==> src/rtl/player_feedback_if.sv <==
// Signal bundle between the controller side (buzz-in result, CPU verdict)
// and the player feedback block that drives the LEDs and buzzer.
interface player_feedback_if;
    logic       playerInputFlag;
    logic [1:0] firstPlayerFlag;
    logic       resultValid;
    logic       resultCorrect;
    logic       clearLock;
    logic [3:0] playerLed;
    logic       buzzer;
    logic       busy;

    // Controller side: supplies arbitration/verdict, observes the outputs.
    modport master (
        output playerInputFlag, firstPlayerFlag, resultValid, resultCorrect, clearLock,
        input  playerLed, buzzer, busy
    );

    // Feedback block side.
    modport slave (
        input  playerInputFlag, firstPlayerFlag, resultValid, resultCorrect, clearLock,
        output playerLed, buzzer, busy
    );
endinterface

==> src/rtl/player_feedback.sv <==
// Player feedback: locks onto the first player to buzz, lights that player's
// LED, plays a blink (correct) or buzz (wrong) pattern when the CPU posts a
// verdict, then waits for every button to be released before re-arming.
// Outputs are registered from the current state, so they trail the state
// register by one clock.
module player_feedback #(
    parameter int unsigned TICK   = 12500000,
    parameter int unsigned BLINKS = 3
) (
    input  logic              clk,
    input  logic              rst,
    player_feedback_if.slave  bus
);

    typedef enum logic [1:0] {
        IDLE    = 2'd0,
        LOCK    = 2'd1,
        SHOW    = 2'd2,
        RELEASE = 2'd3
    } state_t;

    localparam logic [27:0] TICK_LAST  = 28'(TICK - 1);
    localparam logic [7:0]  PHASE_LAST = 8'(2 * BLINKS - 1);

    state_t      state, state_d;
    logic [1:0]  owner, owner_d;
    logic        verdict, verdict_d;
    logic [27:0] tick_cnt, tick_cnt_d;
    logic [7:0]  phase_cnt, phase_cnt_d;

    logic [3:0]  led_d;
    logic        buzzer_d;
    logic        busy_d;
    logic        phase_on;
    logic [3:0]  owner_onehot;

    // State register and round context (owner, verdict, blink counters).
    always_ff @(posedge clk) begin
        // NOTE: sequential state uses non-blocking assignments so every
        // register samples pre-edge values regardless of statement order.
        if (rst) begin
            state     <= IDLE;
            owner     <= 2'd0;
            verdict   <= 1'b0;
            tick_cnt  <= 28'd0;
            phase_cnt <= 8'd0;
        end else begin
            state     <= state_d;
            owner     <= owner_d;
            verdict   <= verdict_d;
            tick_cnt  <= tick_cnt_d;
            phase_cnt <= phase_cnt_d;
        end
    end

    // Next-state and context update; clearLock beats resultValid in LOCK.
    always_comb begin
        // NOTE: every signal gets a default before the case so no path
        // leaves it unassigned, which would otherwise infer a latch.
        state_d     = state;
        owner_d     = owner;
        verdict_d   = verdict;
        tick_cnt_d  = tick_cnt;
        phase_cnt_d = phase_cnt;
        unique case (state)
            IDLE: begin
                if (bus.playerInputFlag) begin
                    owner_d = bus.firstPlayerFlag;
                    state_d = LOCK;
                end
            end
            LOCK: begin
                if (bus.clearLock) begin
                    state_d = RELEASE;
                end else if (bus.resultValid) begin
                    verdict_d   = bus.resultCorrect;
                    tick_cnt_d  = 28'd0;
                    phase_cnt_d = 8'd0;
                    state_d     = SHOW;
                end
            end
            SHOW: begin
                if (bus.clearLock) begin
                    state_d = RELEASE;
                end else if (tick_cnt == TICK_LAST) begin
                    tick_cnt_d = 28'd0;
                    if (phase_cnt == PHASE_LAST) begin
                        state_d = RELEASE;
                    end else begin
                        phase_cnt_d = phase_cnt + 8'd1;
                    end
                end else begin
                    tick_cnt_d = tick_cnt + 28'd1;
                end
            end
            RELEASE: begin
                // A held button must not re-lock; wait for a clean release.
                if (!bus.playerInputFlag) begin
                    state_d = IDLE;
                end
            end
            default: state_d = IDLE;
        endcase
    end

    assign phase_on     = ~phase_cnt[0];
    assign owner_onehot = 4'b0001 << owner;

    // Output decode from the current state and counters.
    always_comb begin
        led_d    = 4'b0000;
        buzzer_d = 1'b0;
        busy_d   = (state != IDLE);
        unique case (state)
            LOCK: led_d = owner_onehot;
            SHOW: begin
                if (verdict) begin
                    led_d = phase_on ? owner_onehot : 4'b0000;
                end else begin
                    led_d    = owner_onehot;
                    buzzer_d = phase_on;
                end
            end
            default: ;
        endcase
    end

    // Output registers.
    always_ff @(posedge clk) begin
        if (rst) begin
            bus.playerLed <= 4'b0000;
            bus.buzzer    <= 1'b0;
            bus.busy      <= 1'b0;
        end else begin
            bus.playerLed <= led_d;
            bus.buzzer    <= buzzer_d;
            bus.busy      <= busy_d;
        end
    end

endmodule

==> src/flat_wrapper.sv <==
// flat-port wrapper written by rule: the top's interface ports become plain ports
module player_feedback_flat 
#(
    parameter int unsigned TICK   = 12500000,
    parameter int unsigned BLINKS = 3
)
  (clk, rst, bus_playerInputFlag, bus_firstPlayerFlag, bus_resultValid, bus_resultCorrect, bus_clearLock, bus_playerLed, bus_buzzer, bus_busy);
  player_feedback_if bus_i ();
  input  logic clk;
  input  logic rst;
  input wire logic [$bits(bus_i.playerInputFlag)-1:0] bus_playerInputFlag;
  input wire logic [$bits(bus_i.firstPlayerFlag)-1:0] bus_firstPlayerFlag;
  input wire logic [$bits(bus_i.resultValid)-1:0] bus_resultValid;
  input wire logic [$bits(bus_i.resultCorrect)-1:0] bus_resultCorrect;
  input wire logic [$bits(bus_i.clearLock)-1:0] bus_clearLock;
  output wire logic [$bits(bus_i.playerLed)-1:0] bus_playerLed;
  output wire logic [$bits(bus_i.buzzer)-1:0] bus_buzzer;
  output wire logic [$bits(bus_i.busy)-1:0] bus_busy;
  assign bus_i.playerInputFlag = bus_playerInputFlag;
  assign bus_i.firstPlayerFlag = bus_firstPlayerFlag;
  assign bus_i.resultValid = bus_resultValid;
  assign bus_i.resultCorrect = bus_resultCorrect;
  assign bus_i.clearLock = bus_clearLock;
  assign bus_playerLed = bus_i.playerLed;
  assign bus_buzzer = bus_i.buzzer;
  assign bus_busy = bus_i.busy;
  player_feedback #(.TICK(TICK), .BLINKS(BLINKS)) u_core (.clk(clk), .rst(rst), .bus(bus_i));
endmodule
==> config.mk <==
export PLATFORM = sky130hd
export DESIGN_NAME = player_feedback_flat
export DESIGN_NICKNAME = d
export VERILOG_FILES = /design/src/rtl/player_feedback_if.sv /design/src/rtl/player_feedback.sv /design/src/flat_wrapper.sv
export SDC_FILE = /design/constraint.sdc
export NUM_CORES = 1
export LEC_CHECK = 0
export CELL_PAD_IN_SITES_DETAIL_PLACEMENT = 0
export CELL_PAD_IN_SITES_GLOBAL_PLACEMENT = 1
export CORE_MARGIN = 2
export CORE_UTILIZATION = 48
export DETAILED_ROUTE_END_ITERATION = 8
export GPL_TIMING_DRIVEN = 0
export PLACE_DENSITY_LB_ADDON = 0.1
export REMOVE_ABC_BUFFERS = 1
export SLEW_MARGIN = 10
export SYNTH_ARGS = -nofsm -noshare
export SYNTH_HDL_FRONTEND = slang
export SYNTH_SLANG_ARGS = --single-unit
==> constraint.sdc <==
create_clock -name clk -period 3.9 [get_ports clk]
set_input_delay 0.975 -clock clk [delete_from_list [all_inputs] [get_ports clk]]
set_output_delay 0.975 -clock clk [all_outputs]
set_load 0.03 [all_outputs]
==> flow_summary.json, run 1 <==
{
  "gp_congestion": 0.729,
  "die_h_um": 74.5,
  "drive_gt1_frac": 0.0519,
  "cp-start-kind": "input pin",
  "route.detailed.drc": 0,
  "r2r-start": "u_core.state[0]",
  "synth_flop_cell": "dfxtp_1",
  "ys_warn_count": 0,
  "hold_path_end": "u_core.bus.buzzer",
  "clk_latency_ps": 300,
  "min_period_ps": 3000,
  "clock.fmax_mhz": 334,
  "syn-cell-area_um2": 2390,
  "async_flop_share": 0,
  "antenna_found_initial": 0,
  "grt_overflow_total": 0,
  "grtUsageMet1": 0.244,
  "ff2ff_setup_slack_ps": 1130,
  "critPathBufInv": 1,
  "worstMarginPinSlew_ps": 887,
  "cts_made_buffers": 5,
  "die_w_um": 74.5,
  "power_leakage_nw": 0.870,
  "wl_per_cell_um": 13.0,
  "htree_levels": 2,
  "hp-start": "u_core.verdict",
  "setup_viol": 0,
  "grt_pass1_vias": 1758,
  "die_area_um2": 5550,
  "clock_path_buffers": 2,
  "timing.final.crit_share": 0.769,
  "cp_common_cell": "nor2_1",
  "num_vias": 1958,
  "gr-usage-met3": 0.0420,
  "hold_depth": 1,
  "clk_pin_slew_ps": 80,
  "avgSynthCellArea_um2": 8.50,
  "synthCells": 281,
  "nets": 304,
  "cts_resized": 0,
  "slew_viol_final": 0,
  "status": "finished, final reports clean",
  "layout_commonest_cell": "dfxtp_1",
  "worstPathMaxFanout": 28,
  "synthDistinctLibCells": 42,
  "start_util": 0.502,
  "timing.final.hold_violations": 0,
  "reg2reg_depth": 6,
  "maxCapViolCount": 0,
  "yosysTopAreaCell": "dfxtp_1",
  "cts_setup_buffers": 0,
  "groute.layer.met2.usage": 0.293,
  "max_slew_margin": 0.409,
  "rsz0062_at_grt": "false",
  "dp_hpwl_um": 3190,
  "placed_cell_area_um2": 2550,
  "min_path_type": "reg2reg",
  "ys_seq_area_frac": 0.394,
  "fillCellCount": 472,
  "critPathKind": "in2reg",
  "critPathSlowestCell": "a21o_1",
  "antenna_cells": 0,
  "cp-end-kind": "flip-flop",
  "power_density_nw_per_um2": 407,
  "fin_cells": 356,
  "layout_common_cells": "dfxtp_1, nor2_1, nand2_1",
  "grt_max_degree": 29,
  "r2r_end": "u_core.tick_cnt[18]",
  "peakVddDrop_v": 0.000216,
  "syn_to_final_growth_pct": 10.2,
  "clock_skew_ps": 6.15,
  "synth_edf_count": 0,
  "worstPathArrival_ps": 3150,
  "hold_buffers": 0,
  "finalInstanceArea_um2": 2630,
  "core_um2": 4750,
  "io_buffers": 13,
  "critPathTopFamily": "compound AO/OA/AOI/OAI gates",
  "track_usage": 0.183,
  "synth_top_area_frac": 0.394,
  "ys_ff_latch": 47,
  "drtIter0Drc": 73,
  "cts.sinks": 47,
  "dr.pass1.iters": 4,
  "synth_area_leaders": "dfxtp_1, xor2_1, nor2_1",
  "ios": 14,
  "ant_nets": 0,
  "place_inst": 348,
  "cts_tree": "yes",
  "cp_slowest_stage_delay_ps": 790,
  "cp_cell_sequence": "clkdlybuf4s50_1 -> mux2i_1 -> nor2_1 -> a21o_1 -> nor2_1",
  "root_buffer": "clkbuf_8",
  "grt_pass1_wl_um": 7870,
  "required_ps": 4050,
  "vias_per_cell": 5.50,
  "grt-busiest-layer": "met2",
  "row_count": 25,
  "wirelength_um": 4620
}
synth_stat cells, drive strengths merged (5+ instances only):
master / instances
dfxtp: 47
nor2: 39
nand2: 29
xor2: 23
nand4: 17
nand3: 16
clkbuf: 10
a21oi: 9
ha: 8
nor4: 8
or4: 7
nor3: 6
and3: 5
inv: 5
nand2b: 5
o211ai: 5
layout make-up:
| cell class | instances | area [um2] | share of cell area |
|---|---|---|---|
| Clock buffer | 7 | 76.3 | 0.0290 |
| Clock inverter | 1 | 5.00 | 0.00190 |
| Inverter | 5 | 18.8 | 0.00713 |
| Multi-Input combinational cell | 215 | 1370 | 0.520 |
| Sequential cell | 47 | 941 | 0.358 |
| Tap cell | 67 | 83.8 | 0.0319 |
| Timing Repair Buffer | 14 | 138 | 0.0523 |
worst register-to-register path: cells and delay by family, from the launching register on:
| family | cells | cell delay [ps] |
|---|---|---|
| buffers and inverters | 1 | 130 |
| muxes | 1 | 240 |
| DFF | 1 | 340 |
| adders and majority gates | 1 | 410 |
| and+or+nand+nor | 2 | 710 |
| AOI/OAI and AO/OA | 1 | 790 |
registers in the layout, indices dropped and copies added (netlist names):
| signal | count |
|---|---|
| u_core.tick_cnt | 28 |
| u_core.phase_cnt | 8 |
| u_core.bus.playerLed | 4 |
| u_core.owner | 2 |
| u_core.state | 2 |
| u_core.bus.busy | 1 |
| u_core.bus.buzzer | 1 |
| u_core.verdict | 1 |
layer usage:
metal  wire length [um]  part of all wire
met1               2280              0.49
met2               2120              0.46
met3                168             0.036
met4                 60             0.013
met5                  0                 0
report_power, final:
part           internal [W]  switching, W  total [W]
combinational     0.0000941      0.000171   0.000265
sequential         0.000505     0.0000205   0.000525
clock              0.000126      0.000154   0.000280
worst max path at each step:
| stage | start | end | slack (ps) | depth (start not counted) |
|---|---|---|---|---|
| CTS | bus_resultValid | u_core.tick_cnt[18] | 880 | 5 |
| detailed placement | bus_resultValid | u_core.tick_cnt[20] | 560 | 5 |
| finish | bus_resultValid | u_core.tick_cnt[18] | 900 | 5 |
| global placement | bus_resultValid | u_core.tick_cnt[11] | -230 | 6 |
| global route | bus_resultValid | u_core.tick_cnt[12] | 640 | 5 |
| floorplan | bus_resultValid | u_core.tick_cnt[15] | 1150 | 5 |
stage by stage:
| stage | power, W | hold WS, ps | worst slack, ps | setup TNS [ps] | utilization |
|---|---|---|---|---|---|
| after global placement | 0.000801 | 456 | -233 | -2120 | 0.532 |
| final | 0.00107 | 470 | 903 | 0 | 0.553 |
| after CTS | 0.00109 | 476 | 875 | 0 | 0.553 |
| after global routing | 0.00114 | 502 | 640 | 0 | 0.553 |
| after detailed placement | 0.000805 | 463 | 556 | 0 | 0.536 |
| after floorplan | 0.000725 | 417 | 1150 | 0 | - |
cells by family (layout without fill, tap and decap cells):
group | Yosys count | after routing | share of synthesized area
adders and majority gates | 8 | 8 | 0.0419
muxes | 4 | 4 | 0.0168
AOI/OAI and AO/OA | 28 | 28 | 0.0807
DFF | 47 | 47 | 0.394
and+or+nand+nor | 149 | 149 | 0.334
xor gates and xnor gates | 26 | 26 | 0.0954
buffers and inverters | 19 | 27 | 0.0372
Note: power is estimated with default switching activity, not from simulation.
==> run 2: changes to the inputs <==
--- a/config.mk
+++ b/config.mk
@@ -8,7 +8,7 @@
 export CELL_PAD_IN_SITES_DETAIL_PLACEMENT = 0
 export CELL_PAD_IN_SITES_GLOBAL_PLACEMENT = 1
 export CORE_MARGIN = 2
-export CORE_UTILIZATION = 48
+export CORE_UTILIZATION = 45
 export DETAILED_ROUTE_END_ITERATION = 8
 export GPL_TIMING_DRIVEN = 0
 export PLACE_DENSITY_LB_ADDON = 0.1
==> constraint.sdc (replaced) <==
create_clock -name clk -period 2.85 [get_ports clk]
set_input_delay 0.7125 -clock clk [delete_from_list [all_inputs] [get_ports clk]]
set_output_delay 0.7125 -clock clk [all_outputs]
set_load 0.03 [all_outputs]
==> run 2 against run 1 <==
  * Sequential power increased by 37%
  * Combinational power increased by 41%
  * Wire length increased by 4.9%
  * Largest power group unchanged
==> flow_summary.json, run 2 (synthesis results as in run 1) <==
{
  "status": "finished, final reports clean",
  "track_usage": 0.180,
  "top_regs": "u_core.tick_cnt (28), u_core.phase_cnt (8), u_core.bus.playerLed (4)",
  "finalInstanceArea_um2": 2670,
  "drtIter0Drc": 101,
  "total_power_w": 0.00157,
  "critPathKind": "reg2reg",
  "timing.final.hold_violations": 0,
  "p_switching_w": 0.000489,
  "r2r_end": "u_core.phase_cnt[5]",
  "core_um2": 5110,
  "grt_pass1_wl_um": 8710,
  "clkPwrFrac": 0.303,
  "fillCellCount": 520,
  "r2r-start": "u_core.state[0]",
  "route.met2.wl_um": 2290,
  "maxUsedRoutingLayer": "met4",
  "wirelength_um": 4850,
  "io_buffers": 13,
  "place_inst": 351,
  "startpoint": "u_core.state[0]",
  "dr.pass1.iters": 4,
  "die_w_um": 76.8,
  "min_period_ps": 2610,
  "cts_made_buffers": 5,
  "power_density_nw_per_um2": 588,
  "cp-end-kind": "flip-flop",
  "dp_hpwl_um": 3350,
  "cts.sinks": 47,
  "gp_congestion": 0.755,
  "hp-start": "u_core.verdict",
  "ff2ff_setup_slack_ps": 240,
  "worstPathMaxFanout": 11,
  "p_comb_frac": 0.238,
  "vias_per_cell": 5.49,
  "crit_path_end": "u_core.phase_cnt[5]",
  "setup_viol": 0,
  "die_area_um2": 5900,
  "worstMarginPinSlew_ps": 807,
  "sequentialPowerShare": 0.459,
  "clock_skew_ps": 7.70,
  "p_sw_frac": 0.312,
  "antenna_found_initial": 0,
  "num_vias": 1964,
  "cts_setup_buffers": 0,
  "clock_path_buffers": 2,
  "rsz0062_at_grt": "false",
  "nets": 304,
  "reg2reg_depth": 7,
  "met3WireLength_um": 131,
  "timing.final.crit_share": 0.917,
  "clk_pin_slew_ps": 80,
  "maxCapViolCount": 0,
  "antenna_cells": 0,
  "grt_max_degree": 29,
  "wl_per_cell_um": 13.5,
  "htree_levels": 2,
  "cts_resized": 1,
  "cts_tree": "yes",
  "p_int_w": 0.00108,
  "row_count": 26,
  "placed_cell_area_um2": 2550,
  "min_path_type": "reg2reg",
  "worstPathArrival_ps": 2810,
  "syn_to_final_growth_pct": 11.8,
  "max_slew_margin": 0.457,
  "grt_pass1_vias": 1835,
  "regMostFlops": "u_core.tick_cnt",
  "peakVddDrop_v": 0.000328,
  "layout_common_cells": "dfxtp_1, nor2_1, nand2_1",
  "wl_met1_um": 2350,
  "fin_cells": 358,
  "hold_buffers": 0,
  "grt_overflow_total": 0,
  "root_buffer": "clkbuf_8",
  "clock.fmax_mhz": 383,
  "ant_nets": 0,
  "route.detailed.drc": 0,
  "clk_latency_ps": 300,
  "die_h_um": 76.8,
  "ios": 14,
  "power_leakage_nw": 0.885,
  "cp-start-kind": "flip-flop",
  "start_util": 0.467,
  "slew_viol_final": 0,
  "drive_gt1_frac": 0.0590,
  "layout_commonest_cell": "dfxtp_1",
  "largest_reg_flops": 28,
  "required_ps": 3040
}
-- run 2: power by group through the flow --
stage	sequential (W)	clock, W	combinational [W]
2_1_floorplan	0.000751	0	0.000242
3_3_place_gp	0.000735	0	0.000367
3_5_place_dp	0.000736	0	0.000368
4_1_cts	0.000721	0.000488	0.000373
5_1_grt	0.000727	0.000513	0.000429
6_report	0.000720	0.000475	0.000373
-- run 2: worst min path at each step --
| stage | to | depth (start not counted) |
|---|---|---|
| floorplan | u_core.bus.buzzer | 1 |
| global placement | u_core.bus.buzzer | 1 |
| detailed placement | u_core.bus.buzzer | 1 |
| CTS | u_core.bus.buzzer | 1 |
| global route | u_core.bus.buzzer | 1 |
| finish | u_core.bus.buzzer | 1 |
-- run 2: routing by layer --
| layer | track usage | vias to the layer above |
|---|---|---|
| met2 | 0.298 | 18 |
| met5 | 0 | - |
| li1 | - | 1009 |
| met3 | 0.0388 | 7 |
| met4 | 0.0655 | 0 |
| met1 | 0.230 | 930 |
-- run 2: stage by stage --
stage	hold WS, ps	utilization	TNS (ps)	setup WS [ps]
2_1_floorplan	417	-	0	271
3_3_place_gp	453	0.496	-16790	-1030
3_5_place_dp	450	0.500	-7970	-285
4_1_cts	465	0.520	0	36.5
5_1_grt	498	0.523	0	4.56
6_report	464	0.523	0	238
-- run 2: area by class of cell --
cell class                      instances  area (um2)  share of cell area
Clock inverter                          1        30.0              0.0113
Tap cell                               70        87.6              0.0328
Sequential cell                        47         941               0.353
Inverter                                5        18.8             0.00703
Multi-Input combinational cell        215        1380               0.518
Clock buffer                            6        72.6              0.0272
Timing Repair Buffer                   14         138              0.0516
-- run 2: critical path, cell delays in order, from the launching register on --
cell     delay (ps)
dfxtp_1         360
inv_1           130
ha_1            410
mux2i_1         290
nor2_2          430
nand2_1         190
o311a_2         400
o31a_1          300
==> variant (flow settings as in run 2) <==
Compare `phase_cnt` against `PHASE_LAST` with >= in place of ==.
--- a/src/rtl/player_feedback.sv
+++ b/src/rtl/player_feedback.sv
@@ -84,7 +84,7 @@
                     state_d = RELEASE;
                 end else if (tick_cnt == TICK_LAST) begin
                     tick_cnt_d = 28'd0;
-                    if (phase_cnt == PHASE_LAST) begin
+                    if (phase_cnt >= PHASE_LAST) begin
                         state_d = RELEASE;
                     end else begin
                         phase_cnt_d = phase_cnt + 8'd1;
Formal check against the unedited RTL: same outputs for any inputs over 10 cycles, from zero or initial values and one cycle with rst high; that may be too few to reach the edited logic, so the function may still have changed.
==> variant against run 2 <==
Count of clock-buffer cells in the layout down 1; non-clock buffer count decreased by 1; sequential cell count stayed put; design area fell by 3.4%; area after synthesis is 5.1% lower; total power rose by 4.0%; largest cell class unchanged; setup slack better by 0.17 ns; global-route usage decreased by 1.4 points; highest routed layer unchanged; combinational power grew 8.0%; critical endpoint is now u_core.phase_cnt[1]$_SDFFE_PP0P_; synthesized cell count fell by 12%; routed wire length down 13%; critical path depth unchanged.
==> variant: results (changes against run 2) <==
status=finished, final reports clean (unchanged); Synth Area in Adders=0.0497 (was 0.0419); DRT iter0 DRCs=60 (was 101); sequential area share after synthesis=0.415 (was 0.394); total number of vias=1715 (was 1964); wire length of the first global-routing pass=7120 um (was 8710 um); total track usage=0.166 (was 0.180); Peak supply drop=0.000361 V (was 0.000328 V); Comb pwr share=0.247 (was 0.238); switching component of the power=530 uW (was 489 uW); CP arrival=2.68 ns (was 2.81 ns); layout cells sized above 1=0.0885 (was 0.0590); clock skew=0.0107 ns (was 0.00770 ns); end point of the critical path=u_core.phase_cnt[1]$_SDFFE_PP0P_ (was u_core.phase_cnt[5]$_SDFFE_PP0P_); Slowest cell on crit path=or2_2 (was nor2_2); mux contribution to synthesized area=0.0177 (was 0.0168); dpl cells=319 (was 351); largest net degree at the start of global routing=28 (was 29); pre-CTS setup slack=-0.279 ns (was -0.285 ns); clk slew on worst S/H paths=0.10 ns (was 0.08 ns); DP Wirelength=2870 um (was 3350 um); Final WS setup=0.404 ns (was 0.238 ns); CP max FO=17 (was 11); top post-synthesis cells by count=dfxtp_1 (47), nor2_1 (36), xor2_1 (19), nand2_1 (18), nand3_1 (14) (was dfxtp_1 (47), nor2_1 (39), nand2_1 (29), xor2_1 (23), nand4_1 (17)); P_leak=0.000942 uW (was 0.000885 uW); Non-Filler Instances=327 (was 358); gp weighted congestion=0.767 (was 0.755); Worst-Margin Slew=0.949 ns (was 0.807 ns); Avg Cell Area, Syn=9.21 um^2 (was 8.50 um^2); vias in the first global route=1553 (was 1835); post-synth cell types=47 (was 42); P_int=1100 uW (was 1080 uW); CTS resizes=4 (was 1); top post-synthesis cells by area=dfxtp_1 (42%), xor2_1 (7.3%), nor2_1 (6.0%), ha_1 (5.0%), nand4_1 (3.6%) (was dfxtp_1 (39%), xor2_1 (8.4%), nor2_1 (6.1%), nand2_1 (4.6%), nand4_1 (4.5%)); xor/xnor cell area share of the yosys netlist=0.0890 (was 0.0954)
## variant: cell count changes after synthesis, sizes merged, moves of 3 or more
cell,delta
nor2,-3
or4,-5
xor2,-4
o211ai,-5
nand4,-4
a21oi,-3
clkbuf,-7
nand2,-11
## variant: cell type report
type / count / area (um^2)
clock buffer: 5 / 68.8
clock inverter: 3 / 47.5
fill: 453 / 2210
inverter: 6 / 22.5
multi-input combinational: 186 / 1280
sequential: 47 / 941
tap: 67 / 83.8
timing repair buffer: 13 / 130
## variant: metal layers
layer  vias up  global-route usage  share of wire
met1       787               0.218           0.51
met5         -                   0              0
met3         6              0.0442          0.032
li1        898                   -              -
met4         0              0.0575          0.012
met2        24               0.264           0.45
## variant: cell families (layout without fill, tap and decap cells)
group,after synthesis,count (layout)
AOI/OAI and AO/OA,24,24
xor gates and xnor gates,23,23
adders and majority gates,9,9
buffers and inverters,13,27
DFF,47,47
muxes,4,4
and+or+nand+nor,126,126
